===== src/rtl/vga_pkg.sv =====
// Shared display geometry and cursor-ownership types for the VGA pipeline.
package vga_pkg;

    localparam int unsigned HOR_PIXELS = 800;
    localparam int unsigned VER_PIXELS = 600;
    localparam int unsigned X_MAX_DEF  = HOR_PIXELS - 1;
    localparam int unsigned Y_MAX_DEF  = VER_PIXELS - 1;

    typedef enum logic {
        OWN_LOC = 1'b0,
        OWN_REM = 1'b1
    } owner_e;

endpackage


===== src/rtl/pos_clamp.sv =====
// Combinational saturation of a 12-bit cursor position to the visible area.
module pos_clamp #(
    parameter int unsigned X_MAX = 799,
    parameter int unsigned Y_MAX = 599
) (
    input  logic [11:0] x_i,
    input  logic [11:0] y_i,
    output logic [11:0] x_o,
    output logic [11:0] y_o
);

    localparam logic [11:0] XLim = 12'(X_MAX);
    localparam logic [11:0] YLim = 12'(Y_MAX);

    assign x_o = (x_i > XLim) ? XLim : x_i;
    assign y_o = (y_i > YLim) ? YLim : y_i;

endmodule


===== src/rtl/mouse_arb_ctl.sv =====
// Arbitrates the cursor between local mouse and remote player; the cursor only
// moves at frame boundaries so the draw stage never sees a mid-frame change.
module mouse_arb_ctl
    import vga_pkg::*;
#(
    parameter int unsigned IDLE_FRAMES = 60,
    parameter int unsigned X_MAX       = X_MAX_DEF,
    parameter int unsigned Y_MAX       = Y_MAX_DEF
) (
    input  logic        clk,
    input  logic        rst,
    input  logic        vblnk,
    input  logic [11:0] loc_xpos,
    input  logic [11:0] loc_ypos,
    input  logic        loc_stb,
    input  logic [11:0] rem_xpos,
    input  logic [11:0] rem_ypos,
    input  logic        rem_valid,
    output logic        rem_ready,
    output logic [11:0] xpos,
    output logic [11:0] ypos,
    output logic        owner,
    output logic        frame_upd
);

    localparam int unsigned IdleW = (IDLE_FRAMES < 1) ? 1 : $clog2(IDLE_FRAMES + 1);
    localparam logic [IdleW-1:0] IdleMax = IdleW'(IDLE_FRAMES);

    owner_e           state_q, state_d;
    logic             vblnk_q, armed_q, armed_d;
    logic [11:0]      loc_x_q, loc_x_d, loc_y_q, loc_y_d;
    logic [11:0]      rem_x_q, rem_x_d, rem_y_q, rem_y_d;
    logic             loc_pend_q, loc_pend_d, rem_pend_q, rem_pend_d;
    logic [IdleW-1:0] idle_q, idle_d;
    logic [11:0]      xpos_q, xpos_d, ypos_q, ypos_d;
    logic             frame_upd_q, frame_upd_d;

    logic        fe, oth_pend, sw, new_pend, load;
    owner_e      new_state;
    logic [11:0] sel_x, sel_y, clp_x, clp_y;

    assign rem_ready = ~rst;

    // armed_q keeps vblnk held high across reset release from faking a frame edge
    assign fe        = vblnk & ~vblnk_q & armed_q;
    assign armed_d   = armed_q | ~vblnk;
    assign oth_pend  = (state_q == OWN_LOC) ? rem_pend_q : loc_pend_q;
    assign sw        = fe && (idle_q == IdleMax) && oth_pend;
    assign new_state = sw ? ((state_q == OWN_LOC) ? OWN_REM : OWN_LOC) : state_q;
    assign new_pend  = (new_state == OWN_LOC) ? loc_pend_q : rem_pend_q;
    assign load      = fe && new_pend;
    assign sel_x     = (new_state == OWN_LOC) ? loc_x_q : rem_x_q;
    assign sel_y     = (new_state == OWN_LOC) ? loc_y_q : rem_y_q;

    pos_clamp #(
        .X_MAX (X_MAX),
        .Y_MAX (Y_MAX)
    ) u_pos_clamp (
        .x_i (sel_x),
        .y_i (sel_y),
        .x_o (clp_x),
        .y_o (clp_y)
    );

    always_comb begin
        state_d     = new_state;
        loc_x_d     = loc_x_q;
        loc_y_d     = loc_y_q;
        rem_x_d     = rem_x_q;
        rem_y_d     = rem_y_q;
        loc_pend_d  = loc_pend_q;
        rem_pend_d  = rem_pend_q;
        idle_d      = idle_q;
        xpos_d      = xpos_q;
        ypos_d      = ypos_q;
        frame_upd_d = 1'b0;

        if (load) begin
            xpos_d      = clp_x;
            ypos_d      = clp_y;
            frame_upd_d = 1'b1;
            idle_d      = '0;
            if (new_state == OWN_LOC) loc_pend_d = 1'b0;
            else                      rem_pend_d = 1'b0;
        end else if (fe && (idle_q != IdleMax)) begin
            idle_d = idle_q + IdleW'(1);
        end

        // Captures win over the flag clear above: fresh data waits for the next edge
        if (loc_stb) begin
            loc_x_d    = loc_xpos;
            loc_y_d    = loc_ypos;
            loc_pend_d = 1'b1;
        end
        if (rem_valid && rem_ready) begin
            rem_x_d    = rem_xpos;
            rem_y_d    = rem_ypos;
            rem_pend_d = 1'b1;
        end
    end

    always_ff @(posedge clk) begin
        if (rst) begin
            state_q     <= OWN_LOC;
            vblnk_q     <= 1'b0;
            armed_q     <= 1'b0;
            loc_x_q     <= '0;
            loc_y_q     <= '0;
            rem_x_q     <= '0;
            rem_y_q     <= '0;
            loc_pend_q  <= 1'b0;
            rem_pend_q  <= 1'b0;
            idle_q      <= '0;
            xpos_q      <= '0;
            ypos_q      <= '0;
            frame_upd_q <= 1'b0;
        end else begin
            state_q     <= state_d;
            vblnk_q     <= vblnk;
            armed_q     <= armed_d;
            loc_x_q     <= loc_x_d;
            loc_y_q     <= loc_y_d;
            rem_x_q     <= rem_x_d;
            rem_y_q     <= rem_y_d;
            loc_pend_q  <= loc_pend_d;
            rem_pend_q  <= rem_pend_d;
            idle_q      <= idle_d;
            xpos_q      <= xpos_d;
            ypos_q      <= ypos_d;
            frame_upd_q <= frame_upd_d;
        end
    end

    assign xpos      = xpos_q;
    assign ypos      = ypos_q;
    assign owner     = state_q;
    assign frame_upd = frame_upd_q;

endmodule


===== config.mk =====
export PLATFORM = sky130hd
export DESIGN_NAME = mouse_arb_ctl
export DESIGN_NICKNAME = d
export VERILOG_FILES = /design/src/rtl/vga_pkg.sv /design/src/rtl/pos_clamp.sv /design/src/rtl/mouse_arb_ctl.sv
export SDC_FILE = /design/constraint.sdc
export NUM_CORES = 1
export LEC_CHECK = 0
export CAP_MARGIN = 0
export CORE_UTILIZATION = 54
export DETAILED_ROUTE_END_ITERATION = 8
export PLACE_DENSITY = 0.83
export SYNTH_ARGS = -nofsm -noshare
export SYNTH_HDL_FRONTEND = slang
export SYNTH_SLANG_ARGS = --single-unit

===== constraint.sdc =====
create_clock -name clk -period 3.6 [get_ports clk]
set_input_delay 0.54 -clock clk [delete_from_list [all_inputs] [get_ports clk]]
set_output_delay 0.54 -clock clk [all_outputs]
set_load 0.02 [all_outputs]

==> run metrics, run 1 <==
IO Count=80; area of the core=6350 µm²; fraction of layout cells with a size suffix above 1=7.22%; CP arrival=2.85 ns; slew at the pin with the worst max-slew slack=0.659 ns; post-synthesis sequential area ratio=47.1%; warnings from Yosys=0; Startpoint Class=register; Max-cap violations=0; drc violations=0; chip width=83.3 µm; CP startpoint=idle_q[0]$_SDFFE_PP0P_; Cells after Synth=369; CTS sink cnt=84; # hold bufs at CTS=0; top cell type's share of synthesized area=47.1%; RSZ-0062 raised after global routing=no; Routed wire per std cell=16.9 µm; period utilization=72.5%; EDFF count, synth=0; fmax=383 MHz; Slew Limit Fails=0; DR iter-0 viols=167; first-pass detailed-route iteration total=4; Critical Path RT=3.84 ns; largest net degree at the start of global routing=32; Antenna Nets Post-Route=0; Hold Slack=0.467 ns; die area=6940 µm²; final WL=8.77 mm; CTS tree=yes; Final #Nets=494; worst-path fanout max=14; GPL Wtd Cong=0.911; Mapped Area=3570 µm²; Hold Crit Start=ypos[10]$_SDFFE_PP0P_; P per Cell Area=421 nW/µm²; CTS Root Cell=clkbuf_8; number of global-route vias before repair=2880; via count=2971; top_reg_cell synth=dfxtp_1; Clk Latency, worst-skew pair=0.35 ns; number of diodes=0; setup total negative slack=0 ns; syn_nets=424; Post-synth top cells=84 x dfxtp_1, 61 x nor2_1, 49 x mux2i_1; CTS buffer count=9; clock buffer depth=2; outcome=finished, final reports clean; GRT Resource Usage Total=26.4%; Worst slew margin=55.9%; via density per instance=5.71; top cells by area, synth=dfxtp_1 47%, mux2i_1 14%, nor2_1 6.4%; Final Skew=0.00762 ns; initial antenna violation count=0; Post-CTS Setup Inserts=0; row count=29; crit path capture type=register; first-pass GRT wire length=14.4 mm; top cell type by total area after synthesis=dfxtp_1; Die Y=83.3 µm; # port buffers=79; fin crit period=2.61 ns; RR Startpoint=idle_q[0]$_SDFFE_PP0P_; cell with the most instances after synthesis=dfxtp_1; DP HPWL=6.29 mm; Initial Util=56.3%; Seq cells post-synth=84; H-tree levels=3; final setup violation count=0; CTS resizes=0; Lkg Pwr=0.00182 µW; critical path class=register to register; Hold Crit Class=register to register; Congestion Overflow GR=0; Hold Violations, Final=0; syn avg cell area=9.68 µm²; peak supply drop=0.000304 V; ys async rst share=0%; area grow syn2layout=27.9%; CTS clk-pin slew, worst paths=0.08 ns; Unique masters post-synth=53
==> cell type report <==
cell class | instances | area (µm²)
fillers | 489 | 1780
well taps | 77 | 96.3
multi-input cells | 253 | 1740
clock inverters | 5 | 77.6
clock buffers | 10 | 128
flip-flops and latches | 84 | 1680
repair buffers | 82 | 808
inverters | 9 | 33.8
==> metal layers <==
layer | track usage (%) | up-vias | part of all wire (%)
met5 | 0 | - | 0
met4 | 10.8 | 0 | 1.8
met3 | 4.17 | 15 | 4.1
met2 | 43.7 | 86 | 49
met1 | 34.2 | 1409 | 45
li1 | - | 1461 | -
==> cells by family (layout without fill, tap and decap cells) <==
| family | Yosys count | count (layout) | share of synthesized area [%] |
|---|---|---|---|
| xor+xnor | 5 | 5 | 1.23 |
| buf+inv | 32 | 106 | 4.10 |
| flops | 84 | 84 | 47.1 |
| compound gates | 67 | 67 | 14.7 |
| fa+ha+maj | 2 | 2 | 0.700 |
| simple gates | 128 | 128 | 17.8 |
| mux | 51 | 51 | 14.4 |
==> critical path: stages (launching register included) <==
cell     delay, ns
dfxtp_1       0.41
inv_1         0.06
ha_1          0.21
and4_1        0.33
and4_1        0.33
nor2_2        0.49
mux2_2        0.41
a32o_1        0.26
==> flip-flops by register name, indices dropped and copies added, names as in the netlist, 6 cells and up <==
signal and count:
idle_q 6, rem_y_q 12, rem_x_q 12, loc_x_q 12, ypos 12, loc_y_q 12, xpos 12
==> metrics by stage <==
stage | setup slack [ns] | area (µm²) | cells | total power (µW) | utilization, %
final | 0.991 | 4570 | 520 | 1920 | 72.0
after global routing | 0.829 | 4570 | 520 | 2000 | 72.0
after CTS | 1.02 | 4570 | 520 | 1930 | 72.0
after detailed placement | 0.719 | 4360 | 505 | 1230 | 68.7
after global placement | 0.820 | 4360 | 505 | 1230 | 68.7
after floorplan | 1.52 | 3570 | 369 | 1130 | -
==> path summary, 6_finish.rpt <==
check                                        endpoint  slack (ns)  cells past startpoint
worst max-delay path             xpos[6]$_SDFFE_PP0P_        0.99                      7
worst min register to register  ypos[10]$_SDFFE_PP0P_        0.47                      1
worst min-delay path            ypos[10]$_SDFFE_PP0P_        0.47                      1
worst max register to register   xpos[6]$_SDFFE_PP0P_        0.99                      7
==> cells in the final DEF, fill, tap and decap left out, types with 3 or more instances in the layout <==
cell | netlist | final
xor2_1 | 3 | 3
dfxtp_1 | 84 | 84
inv_1 | 9 | 9
nor3_1 | 4 | 4
nand3b_1 | 5 | 5
clkbuf_8 | 0 | 9
o22ai_1 | 7 | 7
nand2_1 | 24 | 24
a32o_1 | 8 | 8
a31oi_1 | 9 | 9
a21oi_1 | 5 | 5
buf_4 | 1 | 3
o221a_2 | 3 | 3
or4_1 | 4 | 4
o22a_1 | 3 | 3
nor2_1 | 61 | 61
o21ai_0 | 13 | 13
clkdlybuf4s50_1 | 0 | 78
nand4_1 | 5 | 5
a211o_1 | 3 | 3
mux2i_1 | 49 | 49
and4_1 | 3 | 3
and2_1 | 7 | 7
==> power breakdown <==
group | internal (µW) | switching [µW]
sequential | 968 | 37.0
combinational | 115 | 95.4
clock | 385 | 325
total | 1470 | 457
Power figures use the tool's default switching activity.
==> run 2, diff against run 1 <==
--- a/config.mk
+++ b/config.mk
@@ -6,9 +6,9 @@
 export NUM_CORES = 1
 export LEC_CHECK = 0
 export CAP_MARGIN = 0
-export CORE_UTILIZATION = 54
+export CORE_UTILIZATION = 45
 export DETAILED_ROUTE_END_ITERATION = 8
-export PLACE_DENSITY = 0.83
+export PLACE_DENSITY = 0.73
 export SYNTH_ARGS = -nofsm -noshare
 export SYNTH_HDL_FRONTEND = slang
 export SYNTH_SLANG_ARGS = --single-unit
==> constraint.sdc (replaced) <==
create_clock -name clk -period 2.4 [get_ports clk]
set_input_delay 0.36 -clock clk [delete_from_list [all_inputs] [get_ports clk]]
set_output_delay 0.36 -clock clk [all_outputs]
set_load 0.02 [all_outputs]
==> run 2 against run 1 <==
Net effect:
- total power increased by 45%
- sequential cell count unchanged
- clock power increased by 36%
- global-route usage decreased by 4.2 points
- final cell count increased by 8.3%
- final area increased by 3.7%
- combinational power increased by 56%
- clock-buffer cell count increased by 2
==> run metrics, run 2 (same netlist as run 1, synthesis figures left out) <==
outcome=finished, final reports clean; multi-input logic area=1750 µm² (+0.29%); most frequent cells in the layout=84 x dfxtp_1, 78 x clkdlybuf4s50_1, 61 x nor2_1; final WL=8.85 mm (+0.84%); number of global-route vias before repair=2926 (+1.6%); Filler cells=657 (+34%); CP Cell Sequence=inv_1 > ha_1 > and4_2 > and4_1 > nor2_2 > mux2_2 > a32o_1; Worst slew margin=60.7% (+4.7 points); Final #Nets=511 (+3.4%); Reg power frac=53.8% (+1.6 points); clock buffer depth=2 (unchanged); chip width=91.1 µm (+9.3%); Final Cell Area=4740 µm² (+3.7%); initial antenna violation count=0 (unchanged); final setup violation count=0 (unchanged); slack of the critical path=0.162 ns (-0.829 ns); CTS tree=yes; fraction of layout cells with a size suffix above 1=11.5% (+4.3 points); DP HPWL=6.51 mm (+3.6%); RR Startpoint=idle_q[0]$_SDFFE_PP0P_; RSZ-0062 raised after global routing=no; Critical Path RT=2.64 ns (-1.20 ns); total power=2800 µW (+45%); Final Skew=0.00574 ns (-0.00188 ns); Die Y=91.1 µm (+9.3%); Post-CTS Setup Inserts=0 (unchanged); R2R Setup Slk=0.16 ns (-0.83 ns); Hold Crit Class=register to register; row count=32 (+10%); slowest CP cell=dfxtp_1; critical path class=register to register; GRT Resource Usage Total=22.2% (-4.2 points); area of the core=7690 µm² (+21%); DR iter-0 viols=172 (+3.0%); Congestion Overflow GR=0 (unchanged); Routed wire per std cell=15.7 µm (-6.9%); Hold Violations, Final=0 (unchanged); P per Cell Area=591 nW/µm² (+40%); sw power=700 µW (+53%); pre-CTS setup slack=-0.00170 ns (-0.721 ns); Antenna Nets Post-Route=0 (unchanged); share of total power in the clock network=34.5% (-2.4 points); Hold Crit Start=xpos[10]$_SDFFE_PP0P_; setup total negative slack=0 ns (unchanged); Clk Latency, worst-skew pair=0.34 ns (about the same); CTS Root Cell=clkbuf_8; Startpoint Class=register; drc violations=0 (unchanged); peak supply drop=0.000347 V (+14%); crit-path max cell delay=0.40 ns (-0.09 ns); number of diodes=0 (unchanged); Max-cap violations=0 (unchanged); fmax=447 MHz (+17%); largest net degree at the start of global routing=57 (+78%); first-pass detailed-route iteration total=5 (+1); first-pass GRT wire length=14.5 mm (+1.3%); Sw Share=25.0% (+1.3 points); worst-path fanout max=9 (-5); crit path capture type=register; Slew Limit Fails=0 (unchanged); # port buffers=79 (unchanged); via count=3062 (+3.1%); Lkg Pwr=0.00190 µW (+4.5%); GPL Wtd Cong=0.834 (-8.4%); CTS buffer count=9 (unchanged); # hold bufs at CTS=0 (unchanged); Initial Util=46.5% (-9.8 points); via density per instance=5.44 (-4.8%); dpl cell area=4540 µm² (+3.9%); area grow syn2layout=32.6%; CTS sink cnt=84 (unchanged); CP startpoint=idle_q[0]$_SDFFE_PP0P_; P_int=2100 µW (+43%); combinational share of power=11.7% (+0.8 points); CP arrival=2.48 ns (-0.37 ns); area of all sequential standard cells=1680 µm² (unchanged); period utilization=93.2% (+21 points); commonest non-fill, non-tap cell in the layout=dfxtp_1; IO Count=80 (unchanged); H-tree levels=3 (unchanged); CTS resizes=0 (unchanged); fin crit period=2.24 ns (-0.371 ns); CTS clk-pin slew, worst paths=0.08 ns (about the same); slew at the pin with the worst max-slew slack=0.590 ns (-0.0691 ns); die area=8300 µm² (+19%)
## run 2: final cells by class
class	instances	share of cell area, %
multi-input combinational	253	36.9
sequential	84	35.5
timing repair buffer	99	20.0
clock buffer	12	3.49
tap	102	2.69
inverter	9	0.713
clock inverter	4	0.687
## run 2: through the flow
| stage | hold slack, ns | std cells | utilization (%) |
|---|---|---|---|
| 6_report | 0.460 | 563 | 61.6 |
| 5_1_grt | 0.482 | 563 | 61.6 |
| 4_1_cts | 0.466 | 563 | 61.6 |
| 3_5_place_dp | 0.446 | 547 | 59.0 |
| 3_3_place_gp | 0.442 | 547 | 59.0 |
| 2_1_floorplan | 0.439 | 369 | - |
## run 2: worst paths after layout
kind / endpoint / cells after the start
worst max register to register: xpos[7]$_SDFFE_PP0P_ / 7
worst max-delay path: xpos[7]$_SDFFE_PP0P_ / 7
worst min register to register: xpos[10]$_SDFFE_PP0P_ / 1
worst min-delay path: xpos[10]$_SDFFE_PP0P_ / 1
## run 2: power groups by stage
stage	Sequential (µW)	Clock (µW)	Combinational, µW
6_report	1510	965	328
5_1_grt	1510	1050	358
4_1_cts	1510	990	328
3_5_place_dp	1540	0	325
3_3_place_gp	1540	0	320
2_1_floorplan	1520	0	177
## run 2: critical path, delay by kind of cell, from the launching register on
kind	cells	cell delay, ns
mux	1	0.38
compound gates	1	0.25
simple gates	3	0.83
fa+ha+maj	1	0.21
buf+inv	1	0.07
flops	1	0.40
## run 2: layer usage
metal / global-route usage [%] / wire [µm]
met1: 27.3 / 3790
met3: 5.11 / 641
met2: 38.3 / 4370
met5: 0 / 0
met4: 7.14 / 52
